File: src/rtl/mc_controller_pkg.sv
// mc_controller_pkg
// Shared definitions for the multicycle MIPS control FSM: state encodings,
// opcode constants, alu_op codes and the ALU-B / PC-source select encodings.
// Ports: none (package).
package mc_controller_pkg;

  typedef enum logic [3:0] {
    S_FETCH    = 4'd0,
    S_DECODE   = 4'd1,
    S_MEM_ADDR = 4'd2,
    S_MEM_RD   = 4'd3,
    S_LW_WB    = 4'd4,
    S_MEM_WR   = 4'd5,
    S_R_EXEC   = 4'd6,
    S_R_WB     = 4'd7,
    S_BEQ      = 4'd8,
    S_I_EXEC   = 4'd9,
    S_I_WB     = 4'd10,
    S_JUMP     = 4'd11,
    S_JR       = 4'd12,
    S_JAL      = 4'd13
  } state_t;

  localparam logic [5:0] OP_RTYPE = 6'b000000;
  localparam logic [5:0] OP_LW    = 6'b100011;
  localparam logic [5:0] OP_SW    = 6'b101011;
  localparam logic [5:0] OP_BEQ   = 6'b000100;
  localparam logic [5:0] OP_ADDI  = 6'b001001;
  localparam logic [5:0] OP_SLTI  = 6'b001010;
  localparam logic [5:0] OP_J     = 6'b000010;
  localparam logic [5:0] OP_JR    = 6'b000110;
  localparam logic [5:0] OP_JAL   = 6'b000011;

  localparam logic [1:0] ALU_ADD  = 2'b00;
  localparam logic [1:0] ALU_SUB  = 2'b01;
  localparam logic [1:0] ALU_FUNC = 2'b10;
  localparam logic [1:0] ALU_SLT  = 2'b11;

  localparam logic [1:0] SRC_B_REG    = 2'b00;
  localparam logic [1:0] SRC_B_FOUR   = 2'b01;
  localparam logic [1:0] SRC_B_IMM    = 2'b10;
  localparam logic [1:0] SRC_B_IMM_SH = 2'b11;

  localparam logic [1:0] PC_SRC_ALU    = 2'b00;
  localparam logic [1:0] PC_SRC_ALUOUT = 2'b01;
  localparam logic [1:0] PC_SRC_JUMP   = 2'b10;
  localparam logic [1:0] PC_SRC_REG    = 2'b11;

  // States that wait on the unified memory and therefore count stalls.
  function automatic logic is_mem_state(input state_t s);
    return (s == S_FETCH) || (s == S_MEM_RD) || (s == S_MEM_WR);
  endfunction

  // True for every opcode that has its own execution sequence.
  function automatic logic is_known_op(input logic [5:0] op);
    return (op == OP_RTYPE) || (op == OP_LW) || (op == OP_SW) ||
           (op == OP_BEQ) || (op == OP_ADDI) || (op == OP_SLTI) ||
           (op == OP_J) || (op == OP_JR) || (op == OP_JAL);
  endfunction

endpackage

File: src/rtl/mc_controller.sv
// mc_controller
// Multicycle control FSM for the MIPS datapath (R-type, lw, sw, beq, addi,
// slti, j, jr, jal). Outputs are decoded from the state; only FETCH, MEM_RD
// and MEM_WR look at mem_ready. A stall counter aborts a hung memory access
// and raises a sticky mem_err.
// Ports:
//   clk, rst (async, active-low)
//   opcode, zero, mem_ready                    : inputs
//   pc_write, pc_write_cond, i_or_d, mem_read,
//   mem_write, ir_write, mem_to_reg, reg_dst,
//   sel_reg, sel_wd, reg_write, alu_src_a,
//   alu_src_b, alu_op, pc_source               : datapath controls
//   instr_done                                 : final-state pulse
//   mem_err                                    : sticky stall timeout
module mc_controller
  import mc_controller_pkg::*;
#(
  parameter int unsigned MAX_WAIT = 15,
  parameter int unsigned WAIT_W   = 8
) (
  input  logic       clk,
  input  logic       rst,
  input  logic [5:0] opcode,
  input  logic       zero,
  input  logic       mem_ready,
  output logic       pc_write,
  output logic       pc_write_cond,
  output logic       i_or_d,
  output logic       mem_read,
  output logic       mem_write,
  output logic       ir_write,
  output logic       mem_to_reg,
  output logic       reg_dst,
  output logic       sel_reg,
  output logic       sel_wd,
  output logic       reg_write,
  output logic       alu_src_a,
  output logic [1:0] alu_src_b,
  output logic [1:0] alu_op,
  output logic [1:0] pc_source,
  output logic       instr_done,
  output logic       mem_err
);

  localparam logic [WAIT_W-1:0] MAX_WAIT_C = WAIT_W'(MAX_WAIT);

  state_t            state_q, state_d;
  logic [5:0]        opcode_q, opcode_d;
  logic [WAIT_W-1:0] wait_cnt_q, wait_cnt_d;
  logic              mem_err_q, mem_err_d;
  logic              timeout_s;
  logic              stall_s;

  // The branch decision is taken outside (pc_write_cond & zero), so zero is
  // only carried through here.
  logic              zero_unused_s;
  assign zero_unused_s = zero;

  // Stall bookkeeping for the memory-facing states.
  always_comb begin
    timeout_s = is_mem_state(state_q) && (wait_cnt_q >= MAX_WAIT_C);
    stall_s   = is_mem_state(state_q) && !mem_ready;
  end

  // Next-state, latched opcode, stall counter and sticky error.
  always_comb begin
    state_d    = state_q;
    opcode_d   = opcode_q;
    mem_err_d  = mem_err_q;
    wait_cnt_d = '0;
    if (timeout_s) begin
      // Abandon the access; the instruction is dropped without instr_done.
      state_d   = S_FETCH;
      mem_err_d = 1'b1;
    end else begin
      if (stall_s) begin
        wait_cnt_d = wait_cnt_q + WAIT_W'(1);
      end else begin
        wait_cnt_d = '0;
      end
      case (state_q)
        S_FETCH: begin
          if (mem_ready) state_d = S_DECODE;
          else           state_d = S_FETCH;
        end
        S_DECODE: begin
          opcode_d = opcode;
          case (opcode)
            OP_RTYPE:       state_d = S_R_EXEC;
            OP_LW, OP_SW:   state_d = S_MEM_ADDR;
            OP_BEQ:         state_d = S_BEQ;
            OP_ADDI,
            OP_SLTI:        state_d = S_I_EXEC;
            OP_J:           state_d = S_JUMP;
            OP_JR:          state_d = S_JR;
            OP_JAL:         state_d = S_JAL;
            default:        state_d = S_FETCH;
          endcase
        end
        S_MEM_ADDR: begin
          if (opcode_q == OP_SW) state_d = S_MEM_WR;
          else                   state_d = S_MEM_RD;
        end
        S_MEM_RD: begin
          if (mem_ready) state_d = S_LW_WB;
          else           state_d = S_MEM_RD;
        end
        S_MEM_WR: begin
          if (mem_ready) state_d = S_FETCH;
          else           state_d = S_MEM_WR;
        end
        S_R_EXEC: state_d = S_R_WB;
        S_I_EXEC: state_d = S_I_WB;
        default:  state_d = S_FETCH;
      endcase
    end
  end

  // Moore output decode; everything is held low in reset and in the abort cycle.
  always_comb begin
    pc_write      = 1'b0;
    pc_write_cond = 1'b0;
    i_or_d        = 1'b0;
    mem_read      = 1'b0;
    mem_write     = 1'b0;
    ir_write      = 1'b0;
    mem_to_reg    = 1'b0;
    reg_dst       = 1'b0;
    sel_reg       = 1'b0;
    sel_wd        = 1'b0;
    reg_write     = 1'b0;
    alu_src_a     = 1'b0;
    alu_src_b     = SRC_B_REG;
    alu_op        = ALU_ADD;
    pc_source     = PC_SRC_ALU;
    instr_done    = 1'b0;
    if (!rst || timeout_s) begin
      instr_done = 1'b0;
    end else begin
      case (state_q)
        S_FETCH: begin
          mem_read  = 1'b1;
          alu_src_b = SRC_B_FOUR;
          pc_write  = mem_ready;
          ir_write  = mem_ready;
        end
        S_DECODE: begin
          alu_src_b  = SRC_B_IMM_SH;
          instr_done = !is_known_op(opcode);
        end
        S_MEM_ADDR: begin
          alu_src_a = 1'b1;
          alu_src_b = SRC_B_IMM;
        end
        S_MEM_RD: begin
          mem_read = 1'b1;
          i_or_d   = 1'b1;
        end
        S_LW_WB: begin
          reg_write  = 1'b1;
          mem_to_reg = 1'b1;
          instr_done = 1'b1;
        end
        S_MEM_WR: begin
          mem_write  = 1'b1;
          i_or_d     = 1'b1;
          instr_done = mem_ready;
        end
        S_R_EXEC: begin
          alu_src_a = 1'b1;
          alu_op    = ALU_FUNC;
        end
        S_R_WB: begin
          reg_write  = 1'b1;
          reg_dst    = 1'b1;
          instr_done = 1'b1;
        end
        S_BEQ: begin
          alu_src_a     = 1'b1;
          alu_op        = ALU_SUB;
          pc_write_cond = 1'b1;
          pc_source     = PC_SRC_ALUOUT;
          instr_done    = 1'b1;
        end
        S_I_EXEC: begin
          alu_src_a = 1'b1;
          alu_src_b = SRC_B_IMM;
          alu_op    = (opcode_q == OP_SLTI) ? ALU_SLT : ALU_ADD;
        end
        S_I_WB: begin
          reg_write  = 1'b1;
          instr_done = 1'b1;
        end
        S_JUMP: begin
          pc_write   = 1'b1;
          pc_source  = PC_SRC_JUMP;
          instr_done = 1'b1;
        end
        S_JR: begin
          pc_write   = 1'b1;
          pc_source  = PC_SRC_REG;
          instr_done = 1'b1;
        end
        S_JAL: begin
          reg_write  = 1'b1;
          sel_reg    = 1'b1;
          sel_wd     = 1'b1;
          pc_write   = 1'b1;
          pc_source  = PC_SRC_JUMP;
          instr_done = 1'b1;
        end
        default: begin
          instr_done = 1'b0;
        end
      endcase
    end
  end

  assign mem_err = rst & mem_err_q;

  // State register, latched opcode, stall counter and sticky error flag.
  always_ff @(posedge clk or negedge rst) begin
    if (!rst) begin
      state_q    <= S_FETCH;
      opcode_q   <= 6'b000000;
      wait_cnt_q <= '0;
      mem_err_q  <= 1'b0;
    end else begin
      state_q    <= state_d;
      opcode_q   <= opcode_d;
      wait_cnt_q <= wait_cnt_d;
      mem_err_q  <= mem_err_d;
    end
  end

endmodule

File: config.mk
export PLATFORM = sky130hd
export DESIGN_NAME = mc_controller
export DESIGN_NICKNAME = d
export VERILOG_FILES = /design/src/rtl/mc_controller_pkg.sv /design/src/rtl/mc_controller.sv
export SDC_FILE = /design/constraint.sdc
export NUM_CORES = 1
export LEC_CHECK = 0
export ABC_AREA = 1
export CAP_MARGIN = 20
export CORE_ASPECT_RATIO = 1.4
export CORE_MARGIN = 2
export CORE_UTILIZATION = 41
export CTS_CLUSTER_DIAMETER = 150
export DETAILED_ROUTE_END_ITERATION = 16
export PLACE_DENSITY = 0.68
export SYNTH_ARGS = -nofsm -noshare
export SYNTH_HDL_FRONTEND = slang
export SYNTH_SLANG_ARGS = --single-unit
File: constraint.sdc
create_clock -name clk -period 2.9 [get_ports clk]
set_input_delay 0.87 -clock clk [delete_from_list [all_inputs] [get_ports clk]]
set_output_delay 0.87 -clock clk [all_outputs]
set_load 0.01 [all_outputs]
==> metrics.txt <==
CP Capture Type output port; FF-to-FF path depth 6; first-pass GRT wire length 5.22 mm; initial antenna violation count 0; Core ar. 2880 sq um; crit path max fanout 4; min Tclk post-route 2890 ps; Crit Path Class in2out; root buf cell clkbuf_8; worst skew pair latency 250 ps; Initial Util 43.2%; outcome finished, final reports clean; startpoint types primary input; Total Routing Usage GR 19.1%; internal power 451 uW; DRT Pass-1 Iters 4; register area 477 sq um; Total Power 622 uW; Die Y 69.1 microns; final core utilization 61.3%; TritonCTS buffer count 3; Detail Placement HPWL 2.37 mm; Area Growth Syn to Fin 42.1%; Final period util 99.6%; design area 1770 sq um; clk slew on worst S/H paths 60 ps; DRC viols 0; FF-to-FF End opcode_q[5]; endpoints failing setup 0; via count 1,354; Mapped Avg Cell Area 6.68 sq um; Post-synth EDFFs 0; pwr dens 353 nW/um^2; clock power share 28.7%; post-synthesis sequential area ratio 38.3%; nets 250; Area contributors post-synth dfrtp_1 (38%), nor2_1 (15%), nand2_1 (11%), inv_1 (7.3%), nand3_1 (6.0%); layout cell share with drive strength beyond 1 20.2%; Req. time, crit path 2030 ps; fmax 0.346 GHz; hold path endpoint wait_cnt_q[0]; Register-to-Register Setup Slack 1420 ps; top cell type's share of synthesized area 38.3%; Post-synth ARST share 100%; sequential power share 50.8%; Slew Limit Fails 0; CTS Buffer Depth 2; Reg-to-Reg Start state_q[3]; drt first-iter violations 24; CTS tree built; Worst EP arrival 2020 ps; commonest cells in the netlist nor2_1 (48), nand2_1 (36), inv_1 (24); H-tree depth 1; placed cell area 1680 sq um; cell taking the most area after synthesis dfrtp_1; HP Start wait_cnt_q[0]; # rows 23; most frequent cell after synthesis nor2_1; GR Overflow Total 0; Yosys warnings 0; number of synthesized register bits 19; Die Wd 50.5 microns; full die area 3490 sq um; IO Pins 30; Yosys cell types 30; Final Hold Vio Count 0; Most used DFF post-synth dfrtp_1; multi-input logic area 701 sq um; post-synthesis cell count 186; combinational power share 20.5%; Detail Route Antenna Nets 0; largest net degree at the start of global routing 15; IO Port Bufs 28; RSZ-0062 raised after global routing true; Sw Share 27.6%; Fill cells 294; vias per cell 4.92; WL final 3.14 mm; leakage power 0.969 nW; ant diodes 0; Tightest Hold Check Type reg2reg; Layout Skew 1.05 ps; post-placement cell count 268; gp weighted congestion 0.876; Peak VDD IR 0.000362 V; Max Cap Viol 0; Worst Hold Depth 1; vias in the first global route 1,299; synthesized area 1240 sq um; switching pwr 172 uW; final non-filler cell total 275; TritonCTS Sinks 19; Routed WL per cell 11.4 microns; setup_tns 0 ps
[worst max-delay path: stages]
cell           delay [ps]
dlygate4sd2_1         260
nor2_1                150
nor2_1                 80
nand2_1               100
nand2_1                70
nor2_2                140
nand3_2                80
a21oi_2               130
buf_2                 130
[worst max path at each step]
stage | from | end | slack [ps] | depth (start not counted)
finish | opcode[1] | instr_done | 10 | 9
global route | opcode[1] | instr_done | -100 | 9
floorplan | opcode[1] | instr_done | 480 | 7
detailed placement | opcode[0] | instr_done | -630 | 10
global placement | opcode[0] | instr_done | -550 | 10
CTS | opcode[4] | instr_done | -130 | 10
[cells by family after synthesis]
family	after synthesis	share of synthesized area, %
AND/OR/NAND/NOR	115	40.9
buffers and inverters	28	9.37
AO/OA/AOI/OAI	21	9.47
adder cells (fa/ha/maj)	1	1.01
flip-flops	19	38.3
other	1	0.302
XOR/XNOR	1	0.705
[layer usage]
layer	GRT usage (%)	part of all wire [%]
met1	20.4	39
met2	34.8	55
met3	2.38	3.5
met4	10.8	2.4
met5	0	0
[cell usage in the layout (no fill, tap or decap), types with 2 or more instances in the layout]
cell type / count
nand2_1: 33
clkdlybuf4s50_1: 2
dlygate4sd2_1: 16
nand2_2: 4
nor2_2: 4
nand2_4: 2
nor2_1: 46
buf_4: 18
inv_2: 4
nor3_1: 2
clkdlybuf4s15_1: 2
nand3_2: 2
conb_1: 4
nor2_4: 2
dlymetal6s2s_1: 5
clkbuf_8: 3
inv_1: 22
dfrtp_1: 18
a21oi_2: 2
a21oi_1: 9
nand4_1: 2
o21ai_0: 6
nand3_1: 14
[metrics by stage]
stage	hold WS, ps	setup slack, ps
2_1_floorplan	433	480
3_3_place_gp	444	-551
3_5_place_dp	455	-628
4_1_cts	464	-128
5_1_grt	491	-104
6_report	459	12.8
[flip-flops by register name (all words and copies together) (netlist names)]
| signal | flops |
|---|---|
| mem_err_q | 1 |
| opcode_q | 6 |
| state_q | 4 |
| wait_cnt_q | 8 |
[power groups by stage]
stage | Clock (mW) | Combinational, mW | Sequential (mW)
global placement | 0 | 0.117 | 0.319
detailed placement | 0 | 0.121 | 0.320
CTS | 0.185 | 0.125 | 0.315
global route | 0.196 | 0.143 | 0.320
floorplan | 0 | 0.0696 | 0.316
finish | 0.179 | 0.127 | 0.316
[cell type report]
| type | instances | share of cell area, % |
|---|---|---|
| inverter | 26 | 5.53 |
| clock buffer | 4 | 2.55 |
| sequential | 19 | 27.0 |
| timing repair buffer | 46 | 22.6 |
| multi-input combinational | 143 | 39.7 |
| tap | 37 | 2.62 |
[what timing repair did]
| item | in CTS | in global routing |
|---|---|---|
| setup endpoints to repair | 20 | 6 |
| pin swaps | 2 | 2 |
| resized for setup | 33 | 14 |
| cloned | 1 | 0 |
| hold buffers | 0 | 0 |
| setup buffers | 2 | 0 |
| hold endpoints to repair | 0 | 0 |
Power figures use the tool's default switching activity.
